**src/rtl/ai_sort_sched.sv**
```systemverilog
// Round-robin arbiter sharing one sum-sorting unit between two comparer channels.
// Grants, loads sums under FIFO backpressure, routes sorted results back, watchdog-aborts a stalled drain.
module ai_sort_sched #(
  parameter int TIMEOUT = 1024,
  parameter int TW      = 11
) (
  input  logic        clk,
  input  logic        rst,
  input  logic [1:0]  req,
  input  logic [7:0]  req_size0,
  input  logic [7:0]  req_size1,
  input  logic [31:0] ch_sum0,
  input  logic [31:0] ch_sum1,
  input  logic [1:0]  ch_rdy,
  output logic [1:0]  ch_stall,
  output logic [1:0]  grant,
  output logic        sort_init,
  output logic [7:0]  sort_packet_size,
  output logic [31:0] sort_sum_in,
  output logic        sort_sum_rdy,
  input  logic        sort_sum_full,
  input  logic [31:0] sort_out,
  input  logic        sort_out_rdy,
  output logic [31:0] res_data,
  output logic [1:0]  res_valid,
  output logic [1:0]  done,
  output logic        err
);

  localparam logic [2:0] S_IDLE  = 3'd0;
  localparam logic [2:0] S_INIT  = 3'd1;
  localparam logic [2:0] S_LOAD  = 3'd2;
  localparam logic [2:0] S_DRAIN = 3'd3;
  localparam logic [2:0] S_DONE  = 3'd4;

  localparam logic [TW-1:0] WD_LAST = TW'(TIMEOUT - 1);

  logic [2:0]    r_state;
  logic [1:0]    r_grant;
  logic          r_ptr;
  logic [7:0]    r_size;
  logic [7:0]    r_in_cnt;
  logic [7:0]    r_out_cnt;
  logic [TW-1:0] r_wd;
  logic          r_sort_init;
  logic [31:0]   r_sum_in;
  logic          r_sum_rdy;
  logic [31:0]   r_res_data;
  logic [1:0]    r_res_valid;
  logic [1:0]    r_done;
  logic          r_err;

  logic       w_own;
  logic       w_pick;
  logic [7:0] w_pick_size;
  logic       w_in_done;
  logic       w_out_done;
  logic [1:0] w_stall;
  logic       w_acc;
  logic       w_route;
  logic       w_timeout;

  assign w_own       = r_grant[1];
  assign w_pick      = req[r_ptr] ? r_ptr : ~r_ptr;
  assign w_pick_size = w_pick ? req_size1 : req_size0;
  assign w_in_done   = (r_in_cnt == r_size);
  assign w_out_done  = (r_out_cnt == r_size);

  // Only the owner can be unstalled, and only while loading with room left.
  always_comb begin
    w_stall = 2'b11;
    if (r_state == S_LOAD)
      w_stall[w_own] = sort_sum_full | w_in_done;
  end

  assign w_acc     = (r_state == S_LOAD) && ch_rdy[w_own] && !w_stall[w_own];
  assign w_route   = sort_out_rdy && ((r_state == S_LOAD) || (r_state == S_DRAIN));
  assign w_timeout = (r_state == S_DRAIN) && !sort_out_rdy && (r_wd == WD_LAST);

  always_ff @(posedge clk or posedge rst) begin
    if (rst) begin
      r_state     <= S_IDLE;
      r_grant     <= 2'b00;
      r_ptr       <= 1'b0;
      r_size      <= 8'd0;
      r_in_cnt    <= 8'd0;
      r_out_cnt   <= 8'd0;
      r_wd        <= '0;
      r_sort_init <= 1'b0;
      r_sum_in    <= 32'd0;
      r_sum_rdy   <= 1'b0;
      r_res_data  <= 32'd0;
      r_res_valid <= 2'b00;
      r_done      <= 2'b00;
      r_err       <= 1'b0;
    end else begin
      r_sort_init <= 1'b0;
      r_done      <= 2'b00;
      r_err       <= 1'b0;
      r_sum_rdy   <= w_acc;
      r_res_valid <= w_route ? r_grant : 2'b00;
      if (w_acc) begin
        r_sum_in <= w_own ? ch_sum1 : ch_sum0;
        r_in_cnt <= r_in_cnt + 8'd1;
      end
      if (w_route) begin
        r_res_data <= sort_out;
        r_out_cnt  <= r_out_cnt + 8'd1;
      end
      if ((r_state == S_DRAIN) && !sort_out_rdy)
        r_wd <= r_wd + TW'(1);
      else
        r_wd <= '0;

      case (r_state)
        S_IDLE: begin
          if (|req) begin
            r_grant   <= w_pick ? 2'b10 : 2'b01;
            r_size    <= w_pick_size;
            r_in_cnt  <= 8'd0;
            r_out_cnt <= 8'd0;
            r_state   <= (w_pick_size == 8'd0) ? S_DONE : S_INIT;
          end
        end
        S_INIT: begin
          r_sort_init <= 1'b1;
          r_state     <= S_LOAD;
        end
        S_LOAD: begin
          if (w_in_done) r_state <= S_DRAIN;
        end
        S_DRAIN: begin
          if (w_out_done) begin
            r_state <= S_DONE;
          end else if (w_timeout) begin
            // Abort: re-init doubles as a flush of the sort unit.
            r_err       <= 1'b1;
            r_sort_init <= 1'b1;
            r_state     <= S_DONE;
          end
        end
        S_DONE: begin
          r_done  <= r_grant;
          r_grant <= 2'b00;
          r_size  <= 8'd0;
          r_ptr   <= ~w_own;
          r_state <= S_IDLE;
        end
        default: r_state <= S_IDLE;
      endcase
    end
  end

  assign ch_stall         = w_stall;
  assign grant            = r_grant;
  assign sort_init        = r_sort_init;
  assign sort_packet_size = r_size;
  assign sort_sum_in      = r_sum_in;
  assign sort_sum_rdy     = r_sum_rdy;
  assign res_data         = r_res_data;
  assign res_valid        = r_res_valid;
  assign done             = r_done;
  assign err              = r_err;

endmodule

```
**config.mk**
```make
export PLATFORM = sky130hd
export DESIGN_NAME = ai_sort_sched
export DESIGN_NICKNAME = d
export VERILOG_FILES = /design/src/rtl/ai_sort_sched.sv
export SDC_FILE = /design/constraint.sdc
export NUM_CORES = 1
export LEC_CHECK = 0
export BUFFER_PORTS_ARGS = -buffer_cell sky130_fd_sc_hd__clkbuf_2
export CAP_MARGIN = 15
export CORE_MARGIN = 2
export CORE_UTILIZATION = 45
export CTS_CLUSTER_SIZE = 14
export DETAILED_ROUTE_END_ITERATION = 7
export PLACE_DENSITY = 0.76
export SYNTH_ARGS = -nofsm -noshare
export SYNTH_HDL_FRONTEND = slang
export SYNTH_SLANG_ARGS = --single-unit
```
**constraint.sdc**
```tcl
create_clock -name clk -period 5.3 [get_ports clk]
set_input_delay 0.53 -clock clk [delete_from_list [all_inputs] [get_ports clk]]
set_output_delay 0.53 -clock clk [all_outputs]
set_load 0.02 [all_outputs]
```
==> impl_summary.txt, run 1 <==
----------------------------------------------------
[Critical path]
  Maximum net fanout on the critical path ... 80
  Crit path cell chain ... mux2i_1 -> nor4_2 -> o21ai_4 -> buf_4 -> or3_1 -> a21oi_1
  Family with the most delay on the worst path ... flip-flops
  Worst Setup Path Type ... flop to flop
  Kind of launch point of the worst setup path ... flop
  Data arrival time of the critical path ... 2.97 ns
  Crit path from ... grant[1]$_DFFE_PP0P_
  Startpoint of the most critical register-to-register path ... grant[1]$_DFFE_PP0P_
  Critical path required time ... 5.59 ns
  Cell with the biggest individual delay on the critical path ... sky130_fd_sc_hd__dfrtp_2
  Crit path capture type ... flop
  Largest stage delay on the critical path ... 1.06 ns
  Buf+Inv Stages, Crit Path ... 1

[CTS]
  Number of clock sinks seen by CTS ... 112
  Hold buffer count at cts ... 0
  Clock tree from TritonCTS ... done
  Setup bufs post-CTS ... 0
  Resized cells post-CTS ... 0
  Clock transition at path regs ... 0.11 ns
  CTS H-Tree Depth ... 3
  Num CTS Buffers ... 9
  Source-to-sink clock delay at the later pin of the worst-skew pair ... 0.36 ns
  Root cell of the clock tree ... sky130_fd_sc_hd__clkbuf_8
  Max Root-Sink Buffers ... 2

[Logic synthesis]
  Sequential element share of the synthesized area ... 55.36%
  Number of synthesized flops with an enable pin ... 0
  Average cell area after synthesis ... 9.717 um2
  Warning count from the yosys run ... 0
  Most common flop cell mapped by yosys ... sky130_fd_sc_hd__dfrtp_1
  Net count after synthesis ... 644
  Ys async rst share ... 100.0%
  Mapped cell area ... 5062 um2
  Synth Instances ... 521
  Number of register bits inferred by synthesis ... 112
  Count of distinct cell types in the synthesized netlist ... 37

[Power]
  Switching Power ... 1464 uW
  Sequential cell fraction of total power ... 44.2%
  Maximum resistive drop on vdd ... 0.2680 mV
  LEAKAGE ... 0.003385 uW
  Power per Cell Area ... 521.5 nW/um2
  Clk network pwr share ... 14.2%
  Pint ... 1845 uW
  Switching fraction of total power ... 44.25%
  Gate power share ... 41.6%

[Routing]
  DR pass1 iterations ... 4
  Routed wire length per instance ... 13.82 um
  Routed via count ... 4234
  DRC Markers ... 0
  Number of design-rule violations left by the first detailed-router iteration ... 265
  Antenna violation net count after detailed routing ... 0
  Final wirelength ... 11840 um
  Routed via count divided by cell count ... 4.940

[Layout]
  Multi-input logic area ... 2113 um2
  Final cell count without fillers ... 857
  Sequential Area ... 2804 um2
  Diode insertion count for antenna repair ... 0
  Fraction of final layout cells with drive strength greater than 1 ... 31.52%
  Count of nets after finishing ... 835
  Area added between synthesis and finish ... 25.33%
  Filler cells ... 957
  Post-layout utilization of the core ... 58.27%

[GRT]
  Global-route wire length before repair ... 18440 um
  Via count of the first global-routing pass ... 3952
  Maximum number of pins on one net before global-route repair ... 83
  Total global routing overflow ... 0
  Antenna violations before repair ... 0
  Global Route Usage Sum ... 19.41%

[Worst hold path]
  Tightest Hold Check Type ... input pin to flop
  Hold path startpoint ... sort_out[9]

[Placement]
  Number of instances in the placed design ... 841
  Input/output buffers ... 202
  Pre-CTS setup slack ... 2.621 ns
  Routability congestion estimate ... 0.8623
  Half-perimeter wire length of the detailed placement result ... 8906 um

[Die]
  Placeable Area ... 10890 um2
  Number of I/O pins ... 203
  Die span in y ... 110.1 um
  Starting density of the core ... 46.50%
  Total die area ... 12110 um2
  Placement row count ... 38
  Horizontal extent of the die ... 110.1 um

[Timing]
  Setup TNS ... 0 ns
  Number of endpoints with negative hold slack in the final report ... 0
  Final worst clock skew ... 0.01315 ns
  Relative slew slack ... 28.64%
  Final setup violating endpoints ... 0
  Transition time at the pin with the least slew margin ... 1.068 ns
  Final Slew Violations ... 0
  Final period util ... 50.57%
  Maximum clock frequency ... 0.3731 GHz
  Unrepaired setup endpoints after global routing ... false
  Hold WS ... 0.3420 ns
  Final critical-path required period ... 2.680 ns
  Setup ws final ... 2.620 ns

[Outcome]
  Outcome ... finished, final reports clean

[Run]
  Max-Cap Viols ... 0

----------------------------------------------------
## flip-flops by register name, indices dropped and copies added (netlist names)
| name | flops |
|---|---|
| res_data | 32 |
| sort_sum_in | 32 |
| r_wd | 11 |
| r_in_cnt | 8 |
| r_out_cnt | 8 |
| sort_packet_size | 8 |
| r_state | 3 |
| done | 2 |
| grant | 2 |
| res_valid | 2 |
| err | 1 |
| r_ptr | 1 |
| sort_init | 1 |
| sort_sum_rdy | 1 |
## layer usage
metal	track usage, %	share of wire (%)
met5	0	0
met3	4.056	7.0
met1	25.19	44
met4	4.792	0.95
met2	33.26	48
## placed cells by master, fill, tap and decap left out, types with 2 or more instances in the layout
master	n
sky130_fd_sc_hd__nand2b_1	3
sky130_fd_sc_hd__and3_1	4
sky130_fd_sc_hd__or3_1	3
sky130_fd_sc_hd__nand2_1	149
sky130_fd_sc_hd__o211ai_1	2
sky130_fd_sc_hd__dfrtp_1	111
sky130_fd_sc_hd__ha_1	3
sky130_fd_sc_hd__nand3_1	20
sky130_fd_sc_hd__and2_1	4
sky130_fd_sc_hd__nor2_1	24
sky130_fd_sc_hd__xor2_1	18
sky130_fd_sc_hd__xnor2_1	13
sky130_fd_sc_hd__inv_1	7
sky130_fd_sc_hd__nor4_1	7
sky130_fd_sc_hd__clkbuf_2	202
sky130_fd_sc_hd__o31ai_1	2
sky130_fd_sc_hd__a31oi_1	2
sky130_fd_sc_hd__o21ai_1	2
sky130_fd_sc_hd__nand4_1	8
sky130_fd_sc_hd__a21oi_1	4
sky130_fd_sc_hd__clkinv_2	2
sky130_fd_sc_hd__nor3_1	4
sky130_fd_sc_hd__o21ai_0	48
sky130_fd_sc_hd__o21a_1	2
sky130_fd_sc_hd__inv_6	2
sky130_fd_sc_hd__buf_4	4
sky130_fd_sc_hd__clkbuf_8	9
sky130_fd_sc_hd__mux2i_1	43
## final timing paths
check                                            to  slack, ns  cells past startpoint
min reg2reg                res_data[27]$_DFFE_PP0P_       0.49                      2
min                         res_data[9]$_DFFE_PP0P_       0.34                      3
min in group asynchronous   res_data[4]$_DFFE_PP0P_       0.39                      2
max in group asynchronous      grant[1]$_DFFE_PP0P_       3.93                      3
max reg2reg                   r_in_cnt[6]$_DFF_PP0_       2.62                      6
max                           r_in_cnt[6]$_DFF_PP0_       2.62                      6
## synth_stat cells (5+ instances only)
library cell                 n  share of area (%)
sky130_fd_sc_hd__nand3_1    20                2.0
sky130_fd_sc_hd__nand4_1     8               0.99
sky130_fd_sc_hd__buf_2       6               0.59
sky130_fd_sc_hd__nor2_1     24                1.8
sky130_fd_sc_hd__dfrtp_1   112                 55
sky130_fd_sc_hd__nor4_1      7               0.87
sky130_fd_sc_hd__xor2_1     18                3.1
sky130_fd_sc_hd__clkbuf_1   11               0.82
sky130_fd_sc_hd__nand2_1   149                 11
sky130_fd_sc_hd__inv_1       8               0.59
sky130_fd_sc_hd__mux2i_1    43                8.5
sky130_fd_sc_hd__buf_4       5               0.74
sky130_fd_sc_hd__xnor2_1    13                2.2
sky130_fd_sc_hd__o21ai_0    48                4.7
## layout make-up
cell class                 count  area share, %
clock buffer                   9          1.952
clock inverter                 7         0.8677
inverter                       8         0.5127
multi-input combinational    375          33.31
sequential                   112          44.19
tap                          140          2.761
timing repair buffer         206          16.41
## worst reg2reg max path: cells and delay by family, from the launching register on
| kind | cells | cell delay [ns] |
|---|---|---|
| flops | 1 | 1.06 |
| mux | 1 | 0.20 |
| compound gates | 2 | 0.24 |
| buf+inv | 1 | 0.32 |
| simple gates | 2 | 0.79 |
## logic make-up after synthesis
logic type,after synthesis,share of synthesized area [%]
adder cells (fa/ha/maj),3,0.7416
multiplexers,43,8.502
buffers and inverters,34,3.040
AND/OR/NAND/NOR,232,19.82
AO/OA/AOI/OAI,66,7.167
XOR/XNOR,31,5.363
flip-flops,112,55.36
## power groups by stage
stage / Clock (uW) / Sequential, uW / Combinational [uW]
after global placement: 0 / 1470 / 1350
after detailed placement: 0 / 1480 / 1390
after CTS: 488 / 1460 / 1400
after floorplan: 0 / 1690 / 683
final: 471 / 1460 / 1380
after global routing: 526 / 1510 / 1530
## stage by stage
| step | total power, uW | instance area (um2) |
|---|---|---|
| after floorplan | 2373 | 5062 |
| after global placement | 2817 | 6166 |
| after detailed placement | 2873 | 6166 |
| after CTS | 3348 | 6345 |
| after global routing | 3566 | 6345 |
| final | 3309 | 6345 |
No activity file was read; power rests on OpenSTA's default activity.
==> run 2: changes to the inputs <==
==> constraint.sdc (replaced) <==
create_clock -name clk -period 2.5 [get_ports clk]
set_input_delay 0.25 -clock clk [delete_from_list [all_inputs] [get_ports clk]]
set_output_delay 0.25 -clock clk [all_outputs]
set_load 0.02 [all_outputs]
==> run 2 against run 1 <==
Compared with the run above: sequential cell count is the same; count of clock-buffer cells in the layout grew 2; non-clock buffer count grew 4; first-iteration DRC count shrank 32%; clock power grew to 2.5 times the previous value; global-route usage grew 0.87 points; critical path type is now flop to primary output.
==> impl_summary.txt, run 2 (synthesis gave the netlist of run 1 again) <==
----------------------------------------------------
[Outcome]
  Outcome ... finished, final reports clean

[Critical path]
  Crit path capture type ... primary output
  Critical Path Sink ... ch_stall[1]
  Worst Setup Path Type ... flop to primary output
  Crit path from ... r_in_cnt[1]$_DFF_PP0_
  Worst r2r path cells ... 5
  Kind of launch point of the worst setup path ... flop
  Reg-to-Reg End ... sort_packet_size[4]$_DFFE_PP0P_
  Data arrival time of the critical path ... 1.92 ns
  Maximum net fanout on the critical path ... 6
  Startpoint of the most critical register-to-register path ... r_state[0]$_DFFE_PP0P_
  Worst reg2reg setup slack ... 0.49 ns
  Critical path required time ... 2.25 ns

[Timing]
  Maximum clock frequency ... 0.4608 GHz
  Final critical-path required period ... 2.170 ns
  Transition time at the pin with the least slew margin ... 0.8839 ns
  Final setup violating endpoints ... 0
  Final worst clock skew ... 0.009601 ns
  Final period util ... 86.80%
  Unrepaired setup endpoints after global routing ... false
  Hold WS ... 0.05650 ns
  Setup TNS ... 0 ns
  Relative slew slack ... 41.08%
  Number of endpoints with negative hold slack in the final report ... 0
  Setup ws final ... 0.3299 ns
  Final Slew Violations ... 0

[Layout]
  Final Cell Area ... 6440 um2
  Fraction of final layout cells with drive strength greater than 1 ... 31.90%
  Count of nets after finishing ... 839
  Diode insertion count for antenna repair ... 0
  Multi-input logic area ... 2113 um2
  Most common cell after layout, fill and taps aside ... sky130_fd_sc_hd__clkbuf_2
  Highest-count cells in the layout ignoring fill and taps ... 202 x sky130_fd_sc_hd__clkbuf_2, 149 x sky130_fd_sc_hd__nand2_1, 111 x sky130_fd_sc_hd__dfrtp_1
  Sequential Area ... 2804 um2
  Filler cells ... 946
  Area added between synthesis and finish ... 27.21%

[Routing]
  Number of design-rule violations left by the first detailed-router iteration ... 179
  DRC Markers ... 0
  Wire length the detailed router placed on met1 ... 5125 um
  Routed via count divided by cell count ... 4.998
  Final wirelength ... 12280 um
  Met2 wire length ... 6006 um
  Total met3 wirelength after detailed routing ... 912 um
  Routed via count ... 4303
  Routed wire length per instance ... 14.26 um
  Highest routed layer ... met4
  DR pass1 iterations ... 4
  Antenna violation net count after detailed routing ... 0

[GRT]
  Antenna violations before repair ... 0
  Total global routing overflow ... 0
  Maximum number of pins on one net before global-route repair ... 73
  Global-route wire length before repair ... 19030 um
  Global Route Usage Sum ... 20.29%
  Via count of the first global-routing pass ... 4145

[Power]
  Power per Cell Area ... 1128 nW/um2
  Maximum resistive drop on vdd ... 0.5005 mV
  LEAKAGE ... 0.003435 uW

[CTS]
  Root cell of the clock tree ... sky130_fd_sc_hd__clkbuf_8
  Num CTS Buffers ... 9
  Source-to-sink clock delay at the later pin of the worst-skew pair ... 0.37 ns
  Max Root-Sink Buffers ... 2
  Number of clock sinks seen by CTS ... 112
  Clock tree from TritonCTS ... done
  Clock transition at path regs ... 0.10 ns
  Setup bufs post-CTS ... 0
  Resized cells post-CTS ... 0
  CTS H-Tree Depth ... 3
  Hold buffer count at cts ... 0

[Die]
  Total die area ... 12110 um2
  Starting density of the core ... 46.50%
  Die span in y ... 110.1 um
  Number of I/O pins ... 203
  Horizontal extent of the die ... 110.1 um
  Placement row count ... 38
  Placeable Area ... 10890 um2

[Placement]
  Half-perimeter wire length of the detailed placement result ... 9218 um
  Routability congestion estimate ... 0.9054
  Input/output buffers ... 202
  Post-DP Area ... 6210 um2
  Pre-CTS setup slack ... 0.5345 ns

[Run]
  Max-Cap Viols ... 0

[Worst hold path]
  Tightest Hold Check Type ... input pin to flop

----------------------------------------------------
run 2: worst min path at each step:
stage                             from                  endpoint  slack (ns)  cells after the start
after floorplan            sort_out[0]   res_data[0]$_DFFE_PP0P_        0.36                      2
after global placement     sort_out[4]   res_data[4]$_DFFE_PP0P_        0.44                      3
after detailed placement  sort_out[13]  res_data[13]$_DFFE_PP0P_        0.45                      3
after CTS                 sort_out[13]  res_data[13]$_DFFE_PP0P_        0.04                      3
after global routing      sort_out[13]  res_data[13]$_DFFE_PP0P_        0.04                      3
final                     sort_out[13]  res_data[13]$_DFFE_PP0P_        0.06                      3
run 2: per-stage QoR:
stage / std cells / total power [uW] / util, %
5_1_grt: 861 / 7823 / 59.15
3_5_place_dp: 845 / 6133 / 57.03
4_1_cts: 861 / 7353 / 59.15
6_report: 861 / 7266 / 59.15
3_3_place_gp: 845 / 5984 / 57.03
2_1_floorplan: 521 / 5030 / -
run 2: final cells by class:
cell class / count / share of cell area (%)
flip-flops and latches: 112 / 43.54
multi-input cells: 375 / 32.82
repair buffers: 210 / 16.83
well taps: 140 / 2.720
clock buffers: 11 / 2.351
clock inverters: 5 / 1.224
inverters: 8 / 0.5246
run 2: power breakdown:
| part | switching (uW) | internal, uW | total [uW] |
|---|---|---|---|
| clock network | 583 | 618 | 1200 |
| logic | 1990 | 1110 | 3100 |
| registers | 508 | 2460 | 2970 |
| total | 3080 | 4190 | 7270 |
run 2: metal layers:
layer	GRT usage [%]	vias to the layer above
li1	-	2132
met3	3.880	21
met4	7.505	0
met5	0	-
met2	35.85	166
met1	24.53	1984
run 2: critical path, cell delays in order (launching register included):
cell                       delay, ns
sky130_fd_sc_hd__dfrtp_1        0.46
sky130_fd_sc_hd__xnor2_1        0.16
sky130_fd_sc_hd__nand4_1        0.21
sky130_fd_sc_hd__nor2_1         0.08
sky130_fd_sc_hd__nor4_1         0.37
sky130_fd_sc_hd__nand2_1        0.09
sky130_fd_sc_hd__clkbuf_2       0.18
==> run 3: changes to the inputs <==
--- a/config.mk
+++ b/config.mk
@@ -7,11 +7,12 @@
 export LEC_CHECK = 0
 export BUFFER_PORTS_ARGS = -buffer_cell sky130_fd_sc_hd__clkbuf_2
 export CAP_MARGIN = 15
+export CORE_ASPECT_RATIO = 2
 export CORE_MARGIN = 2
 export CORE_UTILIZATION = 45
 export CTS_CLUSTER_SIZE = 14
 export DETAILED_ROUTE_END_ITERATION = 7
-export PLACE_DENSITY = 0.76
+export PLACE_DENSITY = 0.75
 export SYNTH_ARGS = -nofsm -noshare
 export SYNTH_HDL_FRONTEND = slang
 export SYNTH_SLANG_ARGS = --single-unit
==> run 3 against run 2 <==
Compared with the run above: the flow now finishes with violations (hold timing); count of clock-buffer cells in the layout did not move; maximum frequency fell by 3.1%; final cell count rose by 0.12%; sequential share of layout area fell by 0.48 points; core utilization rose by 0.34 points; first-iteration DRC count rose by 63%; clock power rose by 13%; global-route usage rose by 1.5 points; non-clock buffer count rose by 1; wire length rose by 4.1%; sequential power barely moved.
==> impl_summary.txt, run 3 (synthesis gave the netlist of run 1 again) <==
----------------------------------------------------
[CTS]
  Root cell of the clock tree ... sky130_fd_sc_hd__clkbuf_16
  Max Root-Sink Buffers ... 2
  CTS H-Tree Depth ... 3
  Setup bufs post-CTS ... 0
  Hold buffer count at cts ... 0
  Num CTS Buffers ... 9
  Resized cells post-CTS ... 0
  Source-to-sink clock delay at the later pin of the worst-skew pair ... 0.35 ns
  Clock tree from TritonCTS ... done
  Number of clock sinks seen by CTS ... 112
  Clock transition at path regs ... 0.07 ns

[Timing]
  Transition time at the pin with the least slew margin ... 0.7037 ns
  Final critical-path required period ... 2.241 ns
  Maximum clock frequency ... 0.4463 GHz
  Relative slew slack ... 52.99%
  Final Slew Violations ... 0
  Hold WS ... -0.008262 ns
  Number of endpoints with negative hold slack in the final report ... 20
  Final worst clock skew ... 0.006747 ns
  Setup TNS ... 0 ns
  Unrepaired setup endpoints after global routing ... false
  Final period util ... 89.62%
  Final setup violating endpoints ... 0
  Setup ws final ... 0.2594 ns

[Routing]
  Routed wire length per instance ... 14.83 um
  DR pass1 iterations ... 6
  Number of design-rule violations left by the first detailed-router iteration ... 292
  DRC Markers ... 0
  Antenna violation net count after detailed routing ... 0
  Final wirelength ... 12780 um
  Routed via count divided by cell count ... 5.049
  Routed via count ... 4352

[Die]
  Starting density of the core ... 46.25%
  Placeable Area ... 10950 um2
  Total die area ... 12170 um2
  Number of I/O pins ... 203
  Placement row count ... 54
  Horizontal extent of the die ... 79 um
  Die span in y ... 154.0 um

[Layout]
  Diode insertion count for antenna repair ... 0
  Most common cell after layout, fill and taps aside ... sky130_fd_sc_hd__clkbuf_2
  Count of nets after finishing ... 840
  Area added between synthesis and finish ... 28.62%
  Fraction of final layout cells with drive strength greater than 1 ... 31.72%
  Highest-count cells in the layout ignoring fill and taps ... 202 x sky130_fd_sc_hd__clkbuf_2, 149 x sky130_fd_sc_hd__nand2_1, 111 x sky130_fd_sc_hd__dfrtp_1

[Power]
  Post-route total power ... 7448 uW
  LEAKAGE ... 0.003463 uW
  Maximum resistive drop on vdd ... 0.7759 mV
  Power per Cell Area ... 1144 nW/um2

[Critical path]
  Crit path capture type ... primary output
  Worst reg2reg setup slack ... 0.54 ns
  Data arrival time of the critical path ... 1.99 ns
  Maximum net fanout on the critical path ... 6
  Critical path required time ... 2.25 ns
  Kind of launch point of the worst setup path ... flop
  Worst r2r path cells ... 5
  Worst Setup Path Type ... flop to primary output

[Outcome]
  Outcome ... finished with violations
  Violations in the final reports ... hold timing

[Placement]
  Pre-CTS setup slack ... 0.5696 ns
  Input/output buffers ... 202
  Routability congestion estimate ... 0.8829
  Half-perimeter wire length of the detailed placement result ... 10130 um

[GRT]
  Maximum number of pins on one net before global-route repair ... 67
  Via count of the first global-routing pass ... 4496
  Met1 Track Usage GR ... 23.18%
  Most Crowded Layer GR ... met2
  Global Route Usage Sum ... 21.77%
  Antenna violations before repair ... 0
  Met3 Usage GRT ... 4.871%
  Total global routing overflow ... 0
  Met2 capacity usage during global routing ... 39.63%
  Global-route wire length before repair ... 20800 um

[Worst hold path]
  Tightest Hold Check Type ... input pin to asynchronous set/reset pin

[Run]
  Max-Cap Viols ... 0

----------------------------------------------------
[run 3: report_power, final]
part	internal, uW	total (uW)	switching, uW	leakage [uW]
logic	1120	3140	2020	0.00190
clock network	701	1360	661	0.000139
registers	2460	2950	489	0.00142
[run 3: area by class of cell]
type / count / area [um2]
multi-input cells: 375 / 2113
flip-flops and latches: 112 / 2804
repair buffers: 211 / 1104
inverters: 8 / 33.78
clock buffers: 11 / 232.7
clock inverters: 5 / 48.80
well taps: 140 / 175.2
fillers: 944 / 4434
[run 3: worst paths after layout]
kind,to,start
worst max-delay path,ch_stall[1],r_in_cnt[1]$_DFF_PP0_
worst min-delay path,res_data[6]$_DFFE_PP0P_,rst
worst max register to register,sort_sum_in[15]$_DFFE_PP0P_,sort_packet_size[5]$_DFFE_PP0P_
worst min register to register,res_data[14]$_DFFE_PP0P_,res_data[14]$_DFFE_PP0P_
max in group asynchronous,sort_sum_in[12]$_DFFE_PP0P_,rst
min in group clk,res_data[16]$_DFFE_PP0P_,sort_out[16]
[run 3: metal layers]
| layer | share of wire [%] | up-vias |
|---|---|---|
| li1 | - | 2135 |
| met1 | 36 | 1996 |
| met2 | 54 | 191 |
| met3 | 6.8 | 30 |
| met4 | 3.4 | 0 |
| met5 | 0 | - |
[run 3: per-stage QoR]
step | std cells | hold slack (ns) | util (%) | instance area [um2]
floorplan | 521 | 0.3554 | - | 5066
global placement | 846 | 0.3842 | 56.92 | 6230
detailed placement | 846 | 0.3785 | 56.92 | 6230
CTS | 862 | 0.01027 | 59.49 | 6511
global route | 862 | 0.03937 | 59.49 | 6511
finish | 862 | -0.008262 | 59.49 | 6511
[run 3: worst max-delay path, cell delays in order (launching register included)]
cell	delay, ns
sky130_fd_sc_hd__dfrtp_1	0.45
sky130_fd_sc_hd__xnor2_1	0.16
sky130_fd_sc_hd__nand4_1	0.26
sky130_fd_sc_hd__nor2_1	0.08
sky130_fd_sc_hd__nor4_1	0.43
sky130_fd_sc_hd__nand2_1	0.10
sky130_fd_sc_hd__clkbuf_2	0.18
